--- config.mk ---
export PLATFORM = sky130hd
export DESIGN_NAME = present_nibble_serial_ctrl_flat
export DESIGN_NICKNAME = d
export VERILOG_FILES = /design/src/rtl/present_nibble_serial_ctrl_pkg.sv /design/src/rtl/present_nibble_serial_ctrl_if.sv /design/src/rtl/present_sbox_keyadd_dup.sv /design/src/rtl/present_nibble_serial_ctrl.sv /design/src/flat_wrapper.sv
export SDC_FILE = /design/constraint.sdc
export NUM_CORES = 1
export LEC_CHECK = 0
export ABC_AREA = 1
export CAP_MARGIN = 20
export CORE_ASPECT_RATIO = 0.6
export CORE_MARGIN = 2
export CORE_UTILIZATION = 30
export CTS_BUF_LIST = sky130_fd_sc_hd__clkbuf_16
export DETAILED_ROUTE_END_ITERATION = 8
export HOLD_SLACK_MARGIN = 0.1
export MAX_ROUTING_LAYER = met4
export SYNTH_ARGS = -nofsm -noshare
export SYNTH_HDL_FRONTEND = slang
export SYNTH_SLANG_ARGS = --single-unit
--- constraint.sdc ---
create_clock -name clock -period 4.81 [get_ports clock]
set_clock_uncertainty 0.05 [all_clocks]
set_input_delay 0.7215 -clock clock [delete_from_list [all_inputs] [get_ports clock]]
set_output_delay 0.7215 -clock clock [all_outputs]
set_load 0.02 [all_outputs]
--- src/rtl/present_nibble_serial_ctrl_pkg.sv ---
// Shared types, sizes and S-box helpers for the PRESENT nibble-serial controller.
// Optional fault injection is controlled by PRESENT_CTRL_FAULT_INJ_EN (see top).
package present_ctrl_pkg;
   localparam int NIBBLES = 16;
   localparam int STATE_W = 4 * NIBBLES;
   localparam int CNT_W   = $clog2(NIBBLES);

   typedef enum logic [1:0] {IDLE, RUN, DONE, FAULT} ctrl_state_e;

   // Entry i lives in bits [4i+3:4i]: C,5,6,B,9,0,A,D,3,E,F,8,4,7,1,2
   localparam logic [63:0] SBOX_TABLE = 64'h2174_8FE3_DA09_B65C;

   function automatic logic [3:0] nibble_sel(input logic [STATE_W-1:0] vec,
                                             input logic [CNT_W-1:0]   idx);
      return vec[{idx, 2'b00} +: 4];
   endfunction

   function automatic logic [3:0] sbox(input logic [3:0] x);
      return SBOX_TABLE[{x, 2'b00} +: 4];
   endfunction
endpackage

--- src/rtl/present_nibble_serial_ctrl_if.sv ---
// Input/output valid-ready bus of the PRESENT nibble-serial controller.
// Unaffected by PRESENT_CTRL_FAULT_INJ_EN.
interface present_nibble_serial_ctrl_if;
   import present_ctrl_pkg::*;

   logic               in_valid;
   logic               in_ready;
   logic [STATE_W-1:0] in_state;
   logic [STATE_W-1:0] in_key;
   logic               out_valid;
   logic               out_ready;
   logic [STATE_W-1:0] out_data;

   modport master (output in_valid, in_state, in_key, out_ready,
                   input  in_ready, out_valid, out_data);
   modport slave  (input  in_valid, in_state, in_key, out_ready,
                   output in_ready, out_valid, out_data);
endinterface

--- src/rtl/present_sbox_keyadd_dup.sv ---
// Duplicated S-box + key-add on one nibble; output forced to 0 when branches disagree.
// With PRESENT_CTRL_FAULT_INJ_EN the redundant branch sees state ^ fault_inj.
module present_sbox_keyadd_dup
   import present_ctrl_pkg::*;
(
   input  logic [3:0] state_nib,
   input  logic [3:0] key_nib,
`ifdef PRESENT_CTRL_FAULT_INJ_EN
   input  logic [3:0] fault_inj,
`endif
   output logic [3:0] out_nib,
   output logic       error
);
   logic [3:0] red_in;
   logic [3:0] pri_out;
   logic [3:0] red_out;

`ifdef PRESENT_CTRL_FAULT_INJ_EN
   assign red_in = state_nib ^ fault_inj;
`else
   assign red_in = state_nib;
`endif

   assign pri_out = sbox(state_nib) ^ key_nib;
   assign red_out = sbox(red_in) ^ key_nib;
   assign error   = (pri_out != red_out);
   assign out_nib = error ? 4'h0 : pri_out;
endmodule

--- src/rtl/present_nibble_serial_ctrl.sv ---
// Nibble-serial PRESENT S-box/key-add layer with duplicated datapath and sticky fault.
// Define PRESENT_CTRL_FAULT_INJ_EN to add the fault_inj test port.
//
// state | meaning
// IDLE  | in_ready high, waiting for state/key
// RUN   | one nibble per cycle through the duplicated datapath
// DONE  | result presented, held until out_ready
// FAULT | mismatch seen, result blanked, waiting for clear_fault
module present_nibble_serial_ctrl
   import present_ctrl_pkg::*;
#(
   parameter int FCNT_W = 8
) (
   input  logic                       clock,
   input  logic                       reset,
   present_nibble_serial_ctrl_if.slave bus,
   output logic                       fault,
   output logic [3:0]                 fault_nibble,
   output logic [FCNT_W-1:0]          fault_count,
`ifdef PRESENT_CTRL_FAULT_INJ_EN
   input  logic [3:0]                 fault_inj,
`endif
   input  logic                       clear_fault
);
   ctrl_state_e        state_q, state_d;
   logic [CNT_W-1:0]   cnt_q, cnt_d;
   logic [STATE_W-1:0] st_q, st_d;
   logic [STATE_W-1:0] key_q, key_d;
   logic [STATE_W-1:0] result_q, result_d;
   logic               fault_q, fault_d;
   logic [3:0]         fnib_q, fnib_d;
   logic [FCNT_W-1:0]  fcnt_q, fcnt_d;
   logic [3:0]         dp_out;
   logic               dp_error;

   present_sbox_keyadd_dup u_dp (
      .state_nib (nibble_sel(st_q, cnt_q)),
      .key_nib   (nibble_sel(key_q, cnt_q)),
`ifdef PRESENT_CTRL_FAULT_INJ_EN
      .fault_inj ((state_q == RUN) ? fault_inj : 4'h0),
`endif
      .out_nib   (dp_out),
      .error     (dp_error)
   );

   always_ff @(posedge clock or negedge reset) begin
      if (!reset) begin
         state_q  <= IDLE;
         cnt_q    <= '0;
         st_q     <= '0;
         key_q    <= '0;
         result_q <= '0;
         fault_q  <= 1'b0;
         fnib_q   <= 4'h0;
         fcnt_q   <= '0;
      end else begin
         state_q  <= state_d;
         cnt_q    <= cnt_d;
         st_q     <= st_d;
         key_q    <= key_d;
         result_q <= result_d;
         fault_q  <= fault_d;
         fnib_q   <= fnib_d;
         fcnt_q   <= fcnt_d;
      end
   end

   always_comb begin
      state_d       = state_q;
      cnt_d         = cnt_q;
      st_d          = st_q;
      key_d         = key_q;
      result_d      = result_q;
      fault_d       = fault_q;
      fnib_d        = fnib_q;
      fcnt_d        = fcnt_q;
      bus.in_ready  = 1'b0;
      bus.out_valid = 1'b0;
      bus.out_data  = '0;
      unique case (state_q)
         IDLE: begin
            bus.in_ready = 1'b1;
            if (bus.in_valid) begin
               st_d     = bus.in_state;
               key_d    = bus.in_key;
               result_d = '0;
               cnt_d    = '0;
               state_d  = RUN;
            end
         end
         RUN: begin
            if (dp_error) begin
               state_d  = FAULT;
               result_d = '0;
               fnib_d   = 4'(cnt_q);
               fault_d  = 1'b1;
               if (fcnt_q != '1) fcnt_d = fcnt_q + FCNT_W'(1);
            end else begin
               result_d[{cnt_q, 2'b00} +: 4] = dp_out;
               if (cnt_q == CNT_W'(NIBBLES - 1)) state_d = DONE;
               else cnt_d = cnt_q + CNT_W'(1);
            end
         end
         DONE: begin
            bus.out_valid = 1'b1;
            bus.out_data  = result_q;
            if (bus.out_ready) state_d = IDLE;
         end
         FAULT: begin
            if (clear_fault) begin
               state_d = IDLE;
               fault_d = 1'b0;
            end
         end
         default: state_d = IDLE;
      endcase
   end

   assign fault        = fault_q;
   assign fault_nibble = fnib_q;
   assign fault_count  = fcnt_q;
endmodule

--- src/flat_wrapper.sv ---
// flat-port wrapper written by rule: the top's interface ports become plain ports
module present_nibble_serial_ctrl_flat import present_ctrl_pkg::*;
#(
   parameter int FCNT_W = 8
)
  (clock, reset, fault, fault_nibble, fault_count, clear_fault, bus_in_valid, bus_in_state, bus_in_key, bus_out_ready, bus_in_ready, bus_out_valid, bus_out_data);
  present_nibble_serial_ctrl_if bus_i ();
  input  logic clock;
  input  logic reset;
  output logic fault;
  output logic [3:0] fault_nibble;
  output logic [FCNT_W-1:0] fault_count;
  input  logic clear_fault;
  input wire logic [$bits(bus_i.in_valid)-1:0] bus_in_valid;
  input wire logic [$bits(bus_i.in_state)-1:0] bus_in_state;
  input wire logic [$bits(bus_i.in_key)-1:0] bus_in_key;
  input wire logic [$bits(bus_i.out_ready)-1:0] bus_out_ready;
  output wire logic [$bits(bus_i.in_ready)-1:0] bus_in_ready;
  output wire logic [$bits(bus_i.out_valid)-1:0] bus_out_valid;
  output wire logic [$bits(bus_i.out_data)-1:0] bus_out_data;
  assign bus_i.in_valid = bus_in_valid;
  assign bus_i.in_state = bus_in_state;
  assign bus_i.in_key = bus_in_key;
  assign bus_i.out_ready = bus_out_ready;
  assign bus_in_ready = bus_i.in_ready;
  assign bus_out_valid = bus_i.out_valid;
  assign bus_out_data = bus_i.out_data;
  present_nibble_serial_ctrl #(.FCNT_W(FCNT_W)) u_core (.clock(clock), .reset(reset), .bus(bus_i), .fault(fault), .fault_nibble(fault_nibble), .fault_count(fault_count), .clear_fault(clear_fault));
endmodule
# Word-level counts from Yosys, hierarchy flattened
# Index checks and enable logic that the tools add are counted.
[classes] n_addsub=2 eq_ne=9 shifts=5 mux=14 bitwise_logic=1 n_reduce_logical=6
[op_table] operator="$mux W64" count=2
[op_table] operator="$pmux W64 S2" count=1
[op_table] operator="$shiftx A64 B7 Y4" count=2
[op_table] operator="$bwmux W64" count=1
[op_table] operator="$shift A4 B8 Y64 const A" count=1
[op_table] operator="$shiftx A4 B8 Y64" count=1
[op_table] operator="$shiftx A64 B7 Y4 const A" count=1
[op_table] operator="$mux W2" count=4
[op_table] operator="$mux W4" count=2
[op_table] operator="$ne A2 B2 Y1 const B" count=4
[op_table] operator="$neg A6 Y8" count=1
[op_table] operator="$pmux W2 S4" count=1
[op_table] operator="$pmux W4 S2" count=1
[op_table] operator="$add A4 B1 Y4 const B" count=1
[op_table] operator="$eq A2 B2 Y1 const B" count=2
[op_table] operator="$eq A4 B4 Y1 const B" count=1
[op_table] operator="$reduce_and A2 Y1" count=2
[op_table] operator="$reduce_and A4 Y1" count=1
[op_table] operator="$xor A4 B4 Y4" count=1
[op_table] operator="$reduce_and A3 Y1" count=1
[op_table] operator="$eq A2 B1 Y1 const B" count=1
[op_table] operator="$logic_not A2 Y1" count=1
[op_table] operator="$mux W1" count=2
[op_table] operator="$ne A2 B1 Y1 const B" count=1
[op_table] operator="$reduce_bool A2 Y1" count=1
[totals] reg_bits=198 input_bits=133 out_inout_bits=79 wordCells=42

# Depth between registers and ports, before layout
[depth] depth_word=6 ltp_mapped=19 ltp_nobuf=17

# By module
# A second synthesis with hierarchy kept.
[hier_totals] hier_cells=1442 area_unflattened_um2=10646.5
[modules_own_cells] mod="present_nibble_serial_ctrl" n_inst=1 cells_per_inst=1384 area_per_inst_um2=10327.4 seq_area_each_um2=5280.1
[modules_own_cells] mod="present_sbox_keyadd_dup" n_inst=1 cells_per_inst=58 area_per_inst_um2=319.1 seq_area_each_um2=0.0

# Least setup slack after synthesis
# OpenSTA, ideal clock, no wires.
[synth_path] path_kind="flip-flop to flip-flop" from="reg u_core.cnt_q[1]" to="reg u_core.result_q[43]" setup_ns=0.121 arrival_time_ns=2.396 required_time_ns=4.639 path_slack_ns=2.242 stages_incl_launch_ff=18 path_buffers=3 period_less_slack_ns=2.568 cell_sequence="dfrtp_1 -> buf_4 -> nor2_2 -> buf_4 -> nand3_1 -> nand2_1 -> nor2_1 -> nand2_1 -> nand2_1 -> inv_1 -> ha_1 -> nand3b_1 -> nand3_1 -> nand3_1 -> and2_1 -> buf_2 -> nand3_1 -> o21ai_1"
[synth_between] elab_chain_len=6 word_cells_on_any_way=9 cone_classes="add/sub: 1; shift: 5; mux: 2; bitwise: 1"
[synth_lines] element="start: declaration" line_no="present_nibble_serial_ctrl.sv:26" text="logic [CNT_W-1:0] cnt_q, cnt_d;"
[synth_lines] element="start signal: assignment" line_no="present_nibble_serial_ctrl.sv:58" text="cnt_q <= cnt_d;"
[synth_lines] element="$shiftx A64 B7 Y4" line_no="present_nibble_serial_ctrl_pkg.sv:15" text="return vec[{idx, 2'b00} +: 4];"
[synth_lines] element="$shiftx A64 B7 Y4" line_no="present_nibble_serial_ctrl_pkg.sv:19" text="return SBOX_TABLE[{x, 2'b00} +: 4];"
[synth_lines] element="$xor A4 B4 Y4" line_no="present_sbox_keyadd_dup.sv:24, present_sbox_keyadd_dup.sv:25"
[synth_lines] element="$shiftx A4 B8 Y64" line_no="present_nibble_serial_ctrl.sv:99" text="result_d[{cnt_q, 2'b00} +: 4] = dp_out;"
[synth_lines] element="$bwmux W64 *" line_no="present_nibble_serial_ctrl.sv:99"
[synth_lines] element="$pmux W64 S2 *" line_no="present_nibble_serial_ctrl.sv:80" text="unique case (state_q)"
[synth_lines] element="end signal: assignment" line_no="present_nibble_serial_ctrl.sv:61" text="result_q <= result_d;"
[synth_lines] element="end: declaration" line_no="present_nibble_serial_ctrl.sv:29" text="logic [STATE_W-1:0] result_q, result_d;"
# Every way passes the cells marked *; elsewhere a longest branch is shown, timed or not.
# A chain may end at the register's enable or synchronous reset.

# Worst setup path in the final report
[layout_path] from="reg u_core.cnt_q[2]" to="reg u_core.result_q[11]"
# The elaborated chain is that of the path after synthesis.

==> run metrics <==
status=finished, final reports clean; post-route cell area=0.0129 sq mm; CP Class=flip-flop to flip-flop; final wirelength=32000 microns; warnings from Yosys=0; Crit Reg-Reg Startpoint=u_core.cnt_q[2]; count of antenna-violating nets left after detailed routing=0; final setup fails=0; global router's overall resource usage=0.194; power per cell area=638 mW/mm^2; via-per-instance ratio=4.59; Worst Max-Slew Pin Slew=1060 ps; initial core utilization=0.306; Critical Path AT=4110 ps; synthesized instance count=1371; core area=0.0327 sq mm; leakage dissipation=6.15 nW; number of max-slew violations in the final report=0; area used by multi-input combinational logic=0.00414 sq mm; total die area=0.0349 sq mm; number of gates resized after CTS=0; Setup Fix Bufs, Post-CTS=0; Hold Violations, Final=0; estimated wirelength of the detail-placed design=23000 microns; die width=240 microns; Mapped Area=0.0100 sq mm; H-tree Lvls=4; Yosys reg bits=198; area fraction of the dominant cell type after synthesis=0.495; Bufs on Longest Clock Path=2; Die Y-Extent=146 microns; Site Rows=51; I/O pin count=212; number of design rule violations left after detail routing=0; synth-to-layout area growth=29.0%; first element of the critical path=u_core.cnt_q[2]; final setup TNS=0 ps; portion of the clock cycle consumed by the worst path in the final layout=0.790; fraction of final layout cells sized beyond drive strength 1=0.0427; number of violations reported at the end of detailed-routing iteration 0=757; worst min path class=primary input to asynchronous set/reset pin; total area of sequential cells=0.00496 sq mm; Synth Area per Inst=7.30 sq um; final period demand of the worst path=3800 ps; average wire length per cell after detail routing=16.0 microns; area leader, netlist=dfrtp_1; number of enable-type register cells in the synthesized netlist=0; most frequent cell after synthesis=nand2_1; TritonCTS Sinks=198; routed via count=9181; fraction of registers with async set or reset after synthesis=1.00; top cells by instance count after synthesis=nand2_1 (537), dfrtp_1 (198), inv_1 (149); number of hold buffers added after CTS=0; RSZ-0062 raised after global routing=false; number of maximum-capacitance violations=0; Placed Instance Area=0.0123 sq mm; biggest area contributors in the synthesized netlist=dfrtp_1 (49%), nand2_1 (20%), nand3_1 (5.8%); Fmax=263 MHz; Yosys cell types=33; required arrival time at the worst endpoint=5120 ps; first-pass GRT wire length=50500 microns; gp weighted congestion=0.864; startpoint type of the worst setup path=flip-flop; fill cell count=3396; maximum number of pins on one net before global-route repair=111; vias in the first global route=8883; total iterations of the first detailed-routing run=5; total congestion overflow after global routing=0; worst-case headroom to the max-slew limit=0.294; net count of the finished layout=1677; number of buffers added by the clock tree synthesis step=17; antenna violations before repair=3; cell at the root of the clock tree=clkbuf_16; clock insertion delay at the later pin of the skew report=450 ps; TritonCTS clock tree=done; maximum ir drop on the vdd rail=334 uV; post-CTS clock slew at the launch and capture registers of the worst setup and hold paths=80 ps; buffers added on ports=198; peak fanout along the critical path=12; part of the Yosys area used for sequential elements=0.495; dominant synthesized flop cell=dfrtp_1; type of element capturing the critical path=flip-flop
## cells by family after synthesis
group,count (synthesis),synth area share
adder cells (fa/ha/maj),10,0.0125
flip-flops,198,0.495
other,1,0.000374
AO/OA/AOI/OAI,113,0.0597
AND/OR/NAND/NOR,812,0.333
XOR/XNOR,3,0.00262
buffers and inverters,234,0.0971
## worst max-delay path, stage by stage (launching register included)
cell,delay (ps)
dfrtp_1,700
inv_2,240
nor2_2,620
nand3_1,240
nand2_1,110
nor2_1,60
nand2_1,70
nand2_1,130
inv_1,120
ha_1,270
nand3b_1,200
nand3_1,140
nand2_1,60
nand2_1,70
and2_1,370
nand3_1,120
o21ai_1,140
## layout by cell type (no fill, tap or decap), types with 5 or more instances in the layout
cell type	netlist	final
nand2_1	537	536
nand4_1	15	15
dfrtp_1	198	197
nand3_1	116	116
o21ai_1	19	19
a21oi_1	9	9
o21ai_0	68	68
o22ai_1	9	9
inv_2	6	6
nor2_1	117	117
inv_1	149	151
o211ai_1	7	7
nor2_2	7	7
clkbuf_16	0	17
conb_1	1	13
ha_1	10	10
buf_4	21	8
nor3_2	5	5
clkdlybuf4s50_1	0	197
clkinv_1	2	5
## final timing paths
path	endpoint	depth (start not counted)	slack (ps)
setup / recovery	u_core.result_q[11]	16	1010
hold / removal	u_core.result_q[37]	1	280
setup reg to reg	u_core.result_q[11]	16	1010
hold reg to reg	u_core.key_q[63]	2	430
max in group asynchronous	u_core.st_q[33]	2	3390
min in group clock	u_core.key_q[63]	2	430
## layout make-up
cell class	count	share of cell area
Tap cell	450	0.0436
Sequential cell	198	0.384
Clock inverter	15	0.0107
Antenna cell	4	0.000775
Clock buffer	17	0.0329
Multi-Input combinational cell	951	0.321
Timing Repair Buffer	208	0.162
Inverter	158	0.0462
## report_power, final
group	internal (mW)	switching (mW)	leakage [nW]
Sequential	2.36	0.382	2.54
Combinational	1.20	2.87	3.33
Clock	0.759	0.661	0.280
## layer usage
layer,vias to the layer above,routed length [microns],track usage
met5,-,0,-
met4,0,473,0.0488
met3,24,2020,0.0455
met2,271,13300,0.264
met1,4348,16200,0.287
li1,4538,-,-
## through the flow
step	total power [mW]	hold slack (ps)	setup WS [ps]	cells	util
3_5_place_dp	6.82	415	1070	1965	0.378
2_1_floorplan	5.53	376	2240	1383	-
5_1_grt	8.95	338	638	2000	0.395
4_1_cts	8.27	303	1060	1997	0.395
3_3_place_gp	6.73	412	1110	1965	0.378
6_report	8.24	278	1010	2001	0.395
## state kept, by name, indices dropped and copies added (netlist names)
register	cells
u_core.st_q	64
u_core.result_q	64
u_core.key_q	64
u_core.cnt_q	4
u_core.state_q	2
Note: power is estimated with default switching activity, not from simulation.
